$ cat config.mk
export PLATFORM = sky130hd
export DESIGN_NAME = fractal_stream_to_axis
export DESIGN_NICKNAME = d
export VERILOG_FILES = /design/src/rtl/fractal_stream_to_axis.sv
export SDC_FILE = /design/constraint.sdc
export NUM_CORES = 1
export LEC_CHECK = 0
export CAP_MARGIN = 25
export CORE_ASPECT_RATIO = 1.75
export CORE_MARGIN = 1.5
export CORE_UTILIZATION = 65
export CTS_CLUSTER_SIZE = 28
export DETAILED_ROUTE_END_ITERATION = 10
export PLACE_DENSITY_LB_ADDON = 0.05
export SETUP_SLACK_MARGIN = 0.05
export SKIP_LAST_GASP = 1
export SYNTH_ARGS = -nofsm -noshare
export SYNTH_HDL_FRONTEND = slang
export SYNTH_SLANG_ARGS = --single-unit
$ cat constraint.sdc
create_clock -name clk -period 5.5 [get_ports clk]
set_input_delay 0.825 -clock clk [delete_from_list [all_inputs] [get_ports clk]]
set_output_delay 0.825 -clock clk [all_outputs]
set_load 0.02 [all_outputs]
$ cat src/rtl/fractal_stream_to_axis.sv
// Pixel stream to AXI4-Stream bridge with a first-word-fall-through FIFO and sticky overflow flag.
// Optional frame-structure checker enabled by defining FRACTAL_FRAME_CHECK_EN.
module fractal_stream_to_axis #(
  parameter int unsigned DATA_WIDTH   = 24,
  parameter int unsigned FIFO_DEPTH   = 16,
  parameter int unsigned FRAME_WIDTH  = 1920,
  parameter int unsigned FRAME_HEIGHT = 1080
) (
  input  logic                          clk,
  input  logic                          resetn,
  input  logic [DATA_WIDTH-1:0]         data_in,
  input  logic                          frame_start_in,
  input  logic                          line_end_in,
  input  logic                          data_enable_in,
  output logic [DATA_WIDTH-1:0]         m_axis_tdata,
  output logic                          m_axis_tvalid,
  input  logic                          m_axis_tready,
  output logic                          m_axis_tuser,
  output logic                          m_axis_tlast,
  output logic [$clog2(FIFO_DEPTH):0]   fifo_level,
  output logic                          overflow,
  output logic                          frame_error,
  input  logic                          err_clear
);

  localparam int unsigned AW = $clog2(FIFO_DEPTH);
  localparam int unsigned LW = AW + 1;
  localparam int unsigned EW = DATA_WIDTH + 2;
  localparam logic [LW-1:0] LevelFull = LW'(FIFO_DEPTH);

  if (FIFO_DEPTH < 4 || (FIFO_DEPTH & (FIFO_DEPTH - 1)) != 0) begin : g_bad_depth
    $error("FIFO_DEPTH must be a power of two and at least 4");
  end
  if (FRAME_WIDTH < 2 || FRAME_HEIGHT < 1) begin : g_bad_frame
    $error("FRAME_WIDTH must be at least 2 and FRAME_HEIGHT at least 1");
  end

  logic [EW-1:0] mem_q [FIFO_DEPTH];
  logic [AW-1:0] wr_ptr_q, wr_ptr_d;
  logic [AW-1:0] rd_ptr_q, rd_ptr_d;
  logic [LW-1:0] level_q, level_d;
  logic          overflow_q, overflow_d;
  logic          full, xfer, wr_en, drop;

  assign full  = (level_q == LevelFull);
  assign xfer  = m_axis_tvalid && m_axis_tready;
  // A full FIFO still takes a beat when the head leaves in the same cycle.
  assign wr_en = data_enable_in && (!full || xfer);
  assign drop  = data_enable_in && full && !xfer;

  always_comb begin
    wr_ptr_d = wr_ptr_q;
    rd_ptr_d = rd_ptr_q;
    level_d  = level_q;
    if (wr_en) wr_ptr_d = wr_ptr_q + 1'b1;
    if (xfer)  rd_ptr_d = rd_ptr_q + 1'b1;
    unique case ({wr_en, xfer})
      2'b10:   level_d = level_q + 1'b1;
      2'b01:   level_d = level_q - 1'b1;
      default: level_d = level_q;
    endcase
  end

  always_ff @(posedge clk) begin
    if (wr_en) mem_q[wr_ptr_q] <= {frame_start_in, line_end_in, data_in};
  end

  always_ff @(posedge clk or negedge resetn) begin
    if (!resetn) begin
      wr_ptr_q <= '0;
      rd_ptr_q <= '0;
      level_q  <= '0;
    end else begin
      wr_ptr_q <= wr_ptr_d;
      rd_ptr_q <= rd_ptr_d;
      level_q  <= level_d;
    end
  end

  assign m_axis_tvalid = (level_q != '0);
  assign {m_axis_tuser, m_axis_tlast, m_axis_tdata} = mem_q[rd_ptr_q];
  assign fifo_level = level_q;

  // A new set in the same cycle as err_clear wins.
  always_comb begin
    overflow_d = overflow_q;
    if (err_clear) overflow_d = 1'b0;
    if (drop)      overflow_d = 1'b1;
  end

  always_ff @(posedge clk or negedge resetn) begin
    if (!resetn) overflow_q <= 1'b0;
    else         overflow_q <= overflow_d;
  end

  assign overflow = overflow_q;

`ifdef FRACTAL_FRAME_CHECK_EN
  localparam int unsigned XW = (FRAME_WIDTH > 1) ? $clog2(FRAME_WIDTH) : 1;
  localparam int unsigned YW = (FRAME_HEIGHT > 1) ? $clog2(FRAME_HEIGHT) : 1;
  localparam logic [XW-1:0] XLast = XW'(FRAME_WIDTH - 1);
  localparam logic [YW-1:0] YLast = YW'(FRAME_HEIGHT - 1);

  logic [XW-1:0] x_q, x_d, pos_x;
  logic [YW-1:0] y_q, y_d, pos_y;
  logic          seen_q, seen_d;
  logic          ferr_set;
  logic          frame_error_q, frame_error_d;

  always_comb begin
    x_d      = x_q;
    y_d      = y_q;
    seen_d   = seen_q;
    ferr_set = 1'b0;
    // Position of the current beat; frame start forces it to the origin.
    pos_x    = frame_start_in ? '0 : x_q;
    pos_y    = frame_start_in ? '0 : y_q;
    if (data_enable_in) begin
      if (frame_start_in && seen_q && (x_q != '0 || y_q != '0)) ferr_set = 1'b1;
      if (line_end_in && pos_x != XLast)                        ferr_set = 1'b1;
      if (!line_end_in && pos_x == XLast)                       ferr_set = 1'b1;
      if (frame_start_in) seen_d = 1'b1;
      if (line_end_in || pos_x == XLast) begin
        x_d = '0;
        y_d = (pos_y == YLast) ? '0 : pos_y + 1'b1;
      end else begin
        x_d = pos_x + 1'b1;
        y_d = pos_y;
      end
    end
  end

  always_comb begin
    frame_error_d = frame_error_q;
    if (err_clear) frame_error_d = 1'b0;
    if (ferr_set)  frame_error_d = 1'b1;
  end

  always_ff @(posedge clk or negedge resetn) begin
    if (!resetn) begin
      x_q           <= '0;
      y_q           <= '0;
      seen_q        <= 1'b0;
      frame_error_q <= 1'b0;
    end else begin
      x_q           <= x_d;
      y_q           <= y_d;
      seen_q        <= seen_d;
      frame_error_q <= frame_error_d;
    end
  end

  assign frame_error = frame_error_q;
`else
  assign frame_error = 1'b0;
`endif

endmodule

== Word-level counts from Yosys, hierarchy flattened ==
Memories as Yosys holds them, arrays and structs flattened.
Cells that the tools add are included.

* Output and inout bits: 34
* Flip-flop bits (word level): 14
* Memory bits (writable): 416
* Logic and storage cells: 27
* Input port bits: 31
* Memories kept: 1

{| class="wikitable"
|+ Memories
! memory !! words !! bits a word !! rd ports !! clocked after Yosys merged registers in !! write ports !! line !! RTL
|-
| mem_q || 16 || 26 || 1 || 0 || 1 || 38 || <nowiki>logic [EW-1:0] mem_q [FIFO_DEPTH];</nowiki>
|}

* Muxes and demuxes: 5
* $add $sub $neg: 4
* Reductions and logical operators: 10
* Equality and inequality tests: 3

{| class="wikitable"
|+ Operator list
! cell !! count
|-
| one-hot mux 5 bit (2 select lines) || 1
|-
| adder 4 x 1 -> 4 bit, second input constant || 2
|-
| adder 5 x 1 -> 5 bit, second input constant || 1
|-
| equality test 5 bit, second input constant || 1
|-
| nonzero test 5 bit || 1
|-
| subtractor 5 x 1 -> 5 bit, second input constant || 1
|-
| logical AND 1 bit || 4
|-
| 2-to-1 mux 1 bit || 4
|-
| nonzero test 2 bit || 2
|-
| equality test 2 x 1 -> 1 bit, second input constant || 1
|-
| equality test 2 bit, second input constant || 1
|-
| logical NOT 1 bit || 2
|-
| logical OR 1 bit || 1
|}

== Depth between registers and ports, before layout ==
Gate-level depths: netlist of the first run.

* Word-level depth: 6
* Depth in mapped cells: 9
* Depth with buffers taken out: 8

== Worst setup path before layout of the first run ==
OpenSTA, ideal clock, no wires.

* Path type: input-to-reg
* From: in m_axis_tready
* To: mem mem_q[3][0] in the netlist's numbering, enable pin
* Data required time: 5.058 ns
* Setup time: 0.442 ns
* Buffers on the path: 1
* Stages: 5
* Data arrival time: 3.581 ns
* Setup slack: 1.478 ns
* Cell sequence: clkbuf_1 nor2b_1 a21oi_1 nand2_1 nor3_1

* Word-level cells in the longest chain between the ends: 5

{| class="wikitable"
|+ Ends and longest elaborated chain
! element !! line !! RTL
|-
| start, declared || 17 || <nowiki>input logic m_axis_tready,</nowiki>
|-
| logical AND 1 bit || 46 || <nowiki>assign xfer = m_axis_tvalid && m_axis_tready;</nowiki>
|-
| logical OR 1 bit || 48 || <nowiki>assign wr_en = data_enable_in && (!full || xfer);</nowiki>
|-
| logical AND 1 bit || 48 ||
|-
| 2-to-1 mux 1 bit || 65 || <nowiki>if (wr_en) mem_q[wr_ptr_q] <= {frame_start_in, line_end_in, data_in};</nowiki>
|-
| 2-to-1 mux 1 bit (not written as such) || 65 ||
|-
| end, declared || 38 ||
|}

Every way passes these cells.

== Final worst setup path of the first run ==
* From: reg rd_ptr_q[0]
* To: out m_axis_tdata[17]

* Word-level cells in the longest chain between the ends: 1

{| class="wikitable"
|+ Ends and longest elaborated chain
! element !! line !! RTL
|-
| start, declared || 40 || <nowiki>logic [AW-1:0] rd_ptr_q, rd_ptr_d;</nowiki>
|-
| start signal, assigned || 75 || <nowiki>rd_ptr_q <= rd_ptr_d;</nowiki>
|-
| memory read (16 x 26 bit) || n/a ||
|-
| end, declared || 15 || <nowiki>output logic [DATA_WIDTH-1:0] m_axis_tdata,</nowiki>
|}

Every way passes these cells.

==> results.toml, run 1 <==
[timing]
tightest_slew_ps = 933
fmax_ghz = 0.240
finalMaxSlewViolations = 0
setup_violations = 0
period_minus_slack_ps = 4170
finalSetupTns_ps = 0
fin_crit_sh = 0.757
relSlewSlack = 0.378
clock_skew_ps = 22.3
hold-worst-slack_ps = 531
timing.final.hold_violations = 0
rsz0062_at_grt = "false"

[power_and_ir_drop]
p_leak_nw = 6.07
total_power_mw = 10.0
cellPowerDensity_nw_per_um2 = 532
irDropWorstVdd_mv = 0.414

[synth]
synth_nets = 789
synth_xor_area_frac = 0.00425
synth_top_family_by_area = "multiplexers"
ys_seq_area_frac = 0.779
synth_fa_ha_area_frac = 0.00531
synth-simple-area-share = 0.0237
synth_cell_type_count = 41
netlist_area_um2 = 16500
synth_cells = 751
synth-edff-count = 416
async_flop_share = 0.0326
yosys_register_bits = 430
synth_compound_area_frac = 0.0307
synth_flop_cell = "edfxtp_1"
synth.mux.area_fraction = 0.145
yosys_warnings = 0
avgSynthCellArea_um2 = 22.0

[worst_setup_path]
rr_startpoint = "fifo_level[1]$_DFFE_PN0P_"
setup.worst_path.start = "rd_ptr_q[0]$_DFFE_PN0N_"
start_kind = "register"
worst-path-max-fanout = 39
cp.arrival_ps = 3340
required_ps = 4680
cp-end-kind = "output pin"
ff2ff_path_depth = 5
path_class = "reg -> out"
r2r_end = "mem_q[12][15]$_DFFE_PP_"
endpoint = "m_axis_tdata[17]"
rrSetupSlack_ps = 2470

[clock_tree]
htree_levels = 2
postCtsHoldBufs = 0
cts.sinks = 430
clk-insertion-delay-late_ps = 540
cts_setup_buffers = 0
cts_tree = "built"
cts.clk_slew.worst_paths_ps = 60
ctsResizeCount = 0
cts_buffer_depth = 3
cts_root_buffer = "clkbuf_16"
cts_buffers = 36

[route]
via_per_inst = 6.77
ant_nets = 0
drt_iter0_drc = 749
wire_per_inst_um = 30.4
route.detailed.drc = 0
drt_pre_antenna_iters = 5
vias = 8017
wirelength_mm = 36.0

[layout]
instances_no_fill = 1184
drive_gt1_frac = 0.250
fillerInstances = 1362
finalInstanceArea_um2 = 18900
nets = 878
layout_commonest_cell = "edfxtp_1"
antenna_cells = 0
final_cell_mix = "edfxtp_1, mux4_2, clkdlybuf4s50_1"
area_growth_syn_to_layout_pct = 14.5

[floorplan]
die_area_um2 = 26400
initial_core_util = 0.656
fp.dieW_um = 123
coreArea_um2 = 25100
die_y_um = 214
num_io_pins = 65
rows = 77

[global_route]
antenna_found_initial = 0
grt_start_max_net_pins = 48
track_usage = 0.293
grt_pass1_wl_mm = 54.0
first_global_vias = 8432
overflow = 0

[place]
io_buffers = 63
gp_routability_congestion = 0.774
dp_hpwl_mm = 22.5
placed_cell_area_um2 = 17700
dp.cells = 1118

[hold_path]
hp-class = "reg -> reg"

[outcome]
status = "complete, no violations"

[flow_run]
cap_violations = 0
==> final cells by class <==
cell class                      instances  area [µm²]  area share
Sequential cell                       430       12800       0.681
Multi-Input combinational cell        274        3500       0.185
Clock buffer                           40         937      0.0496
Timing Repair Buffer                   93         913      0.0484
Tap cell                              316         395      0.0209
Clock inverter                         26         264      0.0140
Inverter                                5        18.8    0.000994
==> per-layer routing <==
metal	global-route usage	wire (µm)	share of wire	vias up
li1	-	-	-	3323
met1	0.366	12300	0.34	4238
met2	0.517	20200	0.56	381
met3	0.0386	2150	0.060	75
met4	0.121	1290	0.036	0
met5	0	0	0	-
==> power breakdown <==
group          internal [mW]  switching (mW)
registers               3.96           0.299
clock network           1.48            1.12
logic                   1.49            1.70
total                   6.92            3.12
==> cell families (layout without fill, tap and decap cells) <==
kind of cell | count (synthesis) | in the layout
flip-flops | 430 | 430
multiplexers | 107 | 107
AND/OR/NAND/NOR | 82 | 82
AO/OA/AOI/OAI | 69 | 69
buffers and inverters | 47 | 164
XOR/XNOR | 8 | 8
adder cells (fa/ha/maj) | 7 | 7
other | 1 | 1
==> critical path, cell delays in order (launching register included) <==
cell and delay [ps]:
dfrtp_4 800, buf_12 370, mux4_2 600, a22oi_1 340, nand2_1 100, clkdlybuf4s50_1 550
==> per-stage QoR <==
step,worst slack (ps),utilization
floorplan,1480,-
global placement,1670,0.702
detailed placement,1560,0.703
CTS,1260,0.751
global route,1110,0.751
finish,1330,0.751
==> registers in the layout (all words and copies together) (netlist names) <==
register / cells
mem_q: 416
fifo_level: 5
rd_ptr_q: 4
wr_ptr_q: 4
overflow: 1
==> synthesized netlist by cell type, types with 3 or more instances <==
library cell / instances / area, µm²
a22oi_1: 52 / 390
o21ai_0: 3 / 15.0
or4_1: 3 / 22.5
edfxtp_1: 416 / 12500
inv_1: 5 / 18.8
nor2_1: 14 / 52.6
nand3_1: 4 / 20.0
buf_1: 6 / 22.5
xnor2_1: 6 / 52.6
nor3_1: 11 / 55.1
clkbuf_1: 20 / 75.1
ha_1: 7 / 87.6
buf_2: 13 / 65.1
nor2b_1: 4 / 25.0
nand2b_1: 3 / 18.8
nand2_1: 36 / 135
mux4_2: 104 / 2340
dfrtp_1: 14 / 350
==> worst min-delay path by stage <==
stage	depth (start not counted)	endpoint	startpoint	slack [ps]
floorplan	1	rd_ptr_q[3]$_DFFE_PN0N_	rd_ptr_q[3]$_DFFE_PN0N_	490
global route	2	overflow$_DFFE_PN0P_	overflow$_DFFE_PN0P_	580
finish	2	overflow$_DFFE_PN0P_	overflow$_DFFE_PN0P_	530
global placement	2	overflow$_DFFE_PN0P_	overflow$_DFFE_PN0P_	510
detailed placement	2	overflow$_DFFE_PN0P_	overflow$_DFFE_PN0P_	520
CTS	2	overflow$_DFFE_PN0P_	overflow$_DFFE_PN0P_	540
Power figures use the tool's default switching activity.
==> inputs of run 2 (changes only) <==
CORE_UTILIZATION = 60   (was 65)
clock period = 4 ns   (was 5.5 ns; I/O delays follow)
==> run 2 against run 1 <==
Hold slack worse by 41 ps. Combinational power increased by 37%. Flip-flop and latch count unchanged. Final cell count up 4.8%. Power up 36%. Critical path depth is the same. Count of clock-buffer cells in the layout did not move. Utilization decreased by 4.8 points.
==> results.toml, run 2 (synthesis results as in run 1) <==
[outcome]
status = "complete, no violations"

[layout]
drive_gt1_frac = 0.256
area_growth_syn_to_layout_pct = 15.6
instances_no_fill = 1241
layout_commonest_cell = "edfxtp_1"
regMostFlops = "mem_q"
final_cell_mix = "edfxtp_1, mux4_2, clkdlybuf4s50_1"
nets = 884
fillerInstances = 1669
antenna_cells = 0
largest_reg_flops = 416

[timing]
fin_crit_sh = 0.917
clock_skew_ps = 20.9
relSlewSlack = 0.525
timing.final.hold_violations = 0
fmax_ghz = 0.273
rsz0062_at_grt = "false"
period_minus_slack_ps = 3670
setup_violations = 0
finalMaxSlewViolations = 0
finalSetupTns_ps = 0
tightest_slew_ps = 710

[clock_tree]
ctsResizeCount = 0
htree_levels = 2
cts_buffer_depth = 3
cts.sinks = 430
cts_buffers = 36
cts.clk_slew.worst_paths_ps = 70
postCtsHoldBufs = 0
cts_setup_buffers = 0
cts_root_buffer = "clkbuf_16"
clk-insertion-delay-late_ps = 540
cts_tree = "built"

[place]
io_buffers = 63
dp_hpwl_mm = 20.7
dp.cells = 1177
gp_routability_congestion = 0.793

[route]
via_per_inst = 6.25
wire_per_inst_um = 27.2
ant_nets = 0
vias = 7762
drt_pre_antenna_iters = 4
wirelength_mm = 33.8
route.detailed.drc = 0
drt_iter0_drc = 561

[power_and_ir_drop]
cellPowerDensity_nw_per_um2 = 718
p_leak_nw = 6.09
irDropWorstVdd_mv = 0.508

[floorplan]
rows = 80
fp.dieW_um = 128
die_area_um2 = 28500
num_io_pins = 65
initial_core_util = 0.608
coreArea_um2 = 27100
die_y_um = 222

[worst_setup_path]
path_cells = "buf_12 -> mux4_2 -> a22oi_1 -> nand2_1 -> clkdlybuf4s50_1"
path_class = "reg -> out"
worstPathBufferInverterCount = 2
start_kind = "register"
cp_slowest_cell = "dfrtp_4"
cp-end-kind = "output pin"
critical_path.top_delay_family = "buffers and inverters"
cp.arrival_ps = 3070
worst-path-max-fanout = 44
critPathMaxStageDelay_ps = 850
required_ps = 3400

[flow_run]
cap_violations = 0

[global_route]
grt_start_max_net_pins = 45
antenna_found_initial = 1
use_met3 = 0.0364
overflow = 0
grt_pass1_wl_mm = 51.6
first_global_vias = 8400
use_met1 = 0.314
track_usage = 0.252
grtUsageMet2 = 0.450
busiest_layer = "met2"

[hold_path]
hp-class = "in -> async"
run 2: cell types whose count changed in the layout (fill, tap and decap cells not counted):
cell,delta
buf_12,+6
buf_16,-1
buf_4,+1
bufinv_16,-1
clkinv_1,-2
clkinv_2,-1
clkinv_4,-1
clkinvlp_4,+2
inv_6,+1
nor2_2,-9
nor2_4,+9
run 2: path summary, 6_finish.rpt:
check | from | end | slack, ps | depth (start not counted)
max | rd_ptr_q[1]$_DFFE_PN0N_ | m_axis_tdata[16] | 330 | 5
min | resetn | rd_ptr_q[0]$_DFFE_PN0N_ | 490 | 1
max reg2reg | fifo_level[1]$_DFFE_PN0P_ | fifo_level[4]$_DFFE_PN0P_ | 1390 | 8
min reg2reg | overflow$_DFFE_PN0P_ | overflow$_DFFE_PN0P_ | 540 | 2
max in group asynchronous | resetn | rd_ptr_q[1]$_DFFE_PN0N_ | 2980 | 1
min in group clk | overflow$_DFFE_PN0P_ | overflow$_DFFE_PN0P_ | 540 | 2
run 2: layer usage:
layer / part of all wire / up-vias
met5: 0.00038 / -
met1: 0.36 / 4154
li1: - / 3335
met3: 0.039 / 66
met2: 0.57 / 205
met4: 0.030 / 2
run 2: final cells by class:
| type | count | area, µm² | area share |
|---|---|---|---|
| Clock inverter | 24 | 236 | 0.0124 |
| Multi-Input combinational cell | 274 | 3540 | 0.186 |
| Clock buffer | 40 | 937 | 0.0492 |
| Sequential cell | 430 | 12800 | 0.674 |
| Timing Repair Buffer | 99 | 1010 | 0.0532 |
| Inverter | 5 | 18.8 | 0.000985 |
| Tap cell | 369 | 462 | 0.0242 |
run 2: worst reg2reg max path, delay by kind of cell, from the launching register on:
| kind | cells | cell delay [ps] |
|---|---|---|
| AOI/OAI and AO/OA | 3 | 490 |
| adders and majority gates | 1 | 350 |
| DFF | 1 | 510 |
| and+or+nand+nor | 4 | 1190 |
run 2: power by group:
group	switching, mW	total (mW)	leakage [nW]	internal (mW)
registers	0.361	5.81	3.92	5.44
logic	2.28	4.38	1.60	2.10
clock network	1.53	3.50	0.573	1.96
run 2: metrics by stage:
stage	hold WS (ps)	power (mW)	cell area, µm²	setup WS [ps]	utilization
2_1_floorplan	304	8.58	16500	203	-
3_3_place_gp	510	10.2	17900	779	0.659
3_5_place_dp	539	10.4	17900	686	0.659
4_1_cts	494	13.8	19100	280	0.703
5_1_grt	539	14.3	19100	184	0.703
6_report	489	13.7	19100	330	0.703
==> inputs of run 3 (changes only) <==
CORE_UTILIZATION = 54   (was 60)
clock period = 3.1 ns   (was 4 ns; I/O delays follow)
==> run 3 against run 2 <==
Critical endpoint is now m_axis_tdata[18]. Combinational power grew 42%. Clock skew shrank 6.0 ps. Final cell count grew 4.3%. Die area grew 11%.
==> results.toml, run 3 (synthesis results as in run 1) <==
[timing]
finalMaxSlewViolations = 0
fmax_ghz = 0.337
period_minus_slack_ps = 2970
clock_skew_ps = 14.8
finalSetupTns_ps = 0
relSlewSlack = 0.498
fin_crit_sh = 0.957
setup_violations = 0
hold-worst-slack_ps = 381
rsz0062_at_grt = "true"
timing.final.hold_violations = 0
tightest_slew_ps = 751

[layout]
post-route-util = 0.652
nets = 915
drive_gt1_frac = 0.283
instances_no_fill = 1294
layout_commonest_cell = "edfxtp_1"
area_growth_syn_to_layout_pct = 18.9
final_cell_mix = "edfxtp_1, mux4_2, a22oi_1"
antenna_cells = 0
fillerInstances = 2071
largest_reg_flops = 416
regMostFlops = "mem_q"

[floorplan]
coreArea_um2 = 30100
die_y_um = 234
fp.dieW_um = 135
die_area_um2 = 31600
rows = 84
initial_core_util = 0.549
num_io_pins = 65

[clock_tree]
cts_buffers = 39
cts_tree = "built"
clk-insertion-delay-late_ps = 540
htree_levels = 2
postCtsHoldBufs = 0
cts_buffer_depth = 3
cts.sinks = 430
cts.clk_slew.worst_paths_ps = 60
cts_root_buffer = "clkbuf_16"

[power_and_ir_drop]
pwr-share-clk = 0.260
swShare = 0.306
cellPowerDensity_nw_per_um2 = 935
pwr-share-seq = 0.401
p_int_mw = 12.7
power_frac_comb = 0.339
p_leak_nw = 6.42
power_switching_mw = 5.61
irDropWorstVdd_mv = 0.794

[place]
io_buffers = 63
gp_routability_congestion = 0.782
dp_hpwl_mm = 20.3
dp.cells = 1207

[route]
wire_per_inst_um = 28.0
drt_iter0_drc = 640
route.detailed.drc = 0
vias = 8009
via_per_inst = 6.19
wirelength_mm = 36.2
ant_nets = 0
drt_pre_antenna_iters = 5

[outcome]
status = "complete, no violations"

[global_route]
track_usage = 0.239
antenna_found_initial = 0
overflow = 0
grt_start_max_net_pins = 45
grt_pass1_wl_mm = 53.6
first_global_vias = 8635

[worst_setup_path]
cp-end-kind = "output pin"
start_kind = "register"
path_class = "reg -> out"
required_ps = 2630
cp.arrival_ps = 2500
worst-path-max-fanout = 10

[hold_path]
hp-class = "in -> async"

[flow_run]
cap_violations = 0
## run 3: cell types whose count changed in the layout (fill, tap and decap cells not counted), sizes merged
cell	previous run	this run
clkbuf	40	57
buf	36	62
clkinv	14	12
dlygate4sd2	0	19
clkdlybuf4s50	63	37
clkdlybuf4s15	0	2
dlymetal6s2s	0	2
clkinvlp	3	1
inv	8	7
## run 3: critical path, cell delays in order, from the launching register on
cell and delay, ps:
dfrtp_4 470, buf_4 150, clkbuf_16 170, mux4_2 500, a22oi_1 190, nand2_1 140
dlygate4sd2_1 340
## run 3: timing repair
item,4_1_cts,5_1_grt
gates resized for setup,31,16
buffers inserted,2,10
endpoints found under the setup margin,26,15
pin swaps,0,0
cloned,2,2
## run 3: final timing paths
| kind | from | to | slack [ps] | depth (start not counted) |
|---|---|---|---|---|
| worst max-delay path | rd_ptr_q[0]$_DFFE_PN0N_ | m_axis_tdata[18] | 130 | 6 |
| worst min-delay path | resetn | fifo_level[3]$_DFFE_PN0P_ | 380 | 1 |
| worst max register to register | fifo_level[1]$_DFFE_PN0P_ | fifo_level[4]$_DFFE_PN0P_ | 420 | 8 |
| worst min register to register | rd_ptr_q[3]$_DFFE_PN0N_ | rd_ptr_q[3]$_DFFE_PN0N_ | 570 | 1 |
| max in group asynchronous | resetn | rd_ptr_q[0]$_DFFE_PN0N_ | 2170 | 1 |
| min in group clk | err_clear | overflow$_DFFE_PN0P_ | 510 | 2 |
## run 3: power groups by stage
| stage | Sequential (mW) | Clock, mW | Combinational [mW] |
|---|---|---|---|
| final | 7.35 | 4.76 | 6.22 |
| after global routing | 7.41 | 5.05 | 6.61 |
| after CTS | 7.35 | 4.86 | 6.08 |
| after detailed placement | 7.48 | 0 | 6.05 |
| after global placement | 7.43 | 0 | 5.99 |
| after floorplan | 7.33 | 0 | 3.75 |
## run 3: final cells by class
| class | count | area (µm²) | share of cell area |
|---|---|---|---|
| clock buffers | 52 | 1070 | 0.0544 |
| clock inverters | 19 | 200 | 0.0102 |
| inverters | 5 | 18.8 | 0.000957 |
| multi-input cells | 274 | 3570 | 0.182 |
| flip-flops and latches | 430 | 12800 | 0.656 |
| well taps | 387 | 484 | 0.0247 |
| repair buffers | 127 | 1410 | 0.0718 |
## run 3: metal layers
metal	global-route usage	wire (µm)	up-vias
li1	-	-	3410
met1	0.308	13700	4282
met2	0.421	19700	261
met3	0.0326	1950	56
met4	0.0773	844	0
met5	0	0	-
## run 3: metrics by stage
stage | setup slack, ps | area, µm² | total power [mW]
final | 133 | 19600 | 18.3
after CTS | -161 | 19400 | 18.3
after detailed placement | 316 | 18100 | 13.5
after global placement | 294 | 18100 | 13.4
after floorplan | 103 | 16500 | 11.1
after global routing | 28.5 | 19600 | 19.1
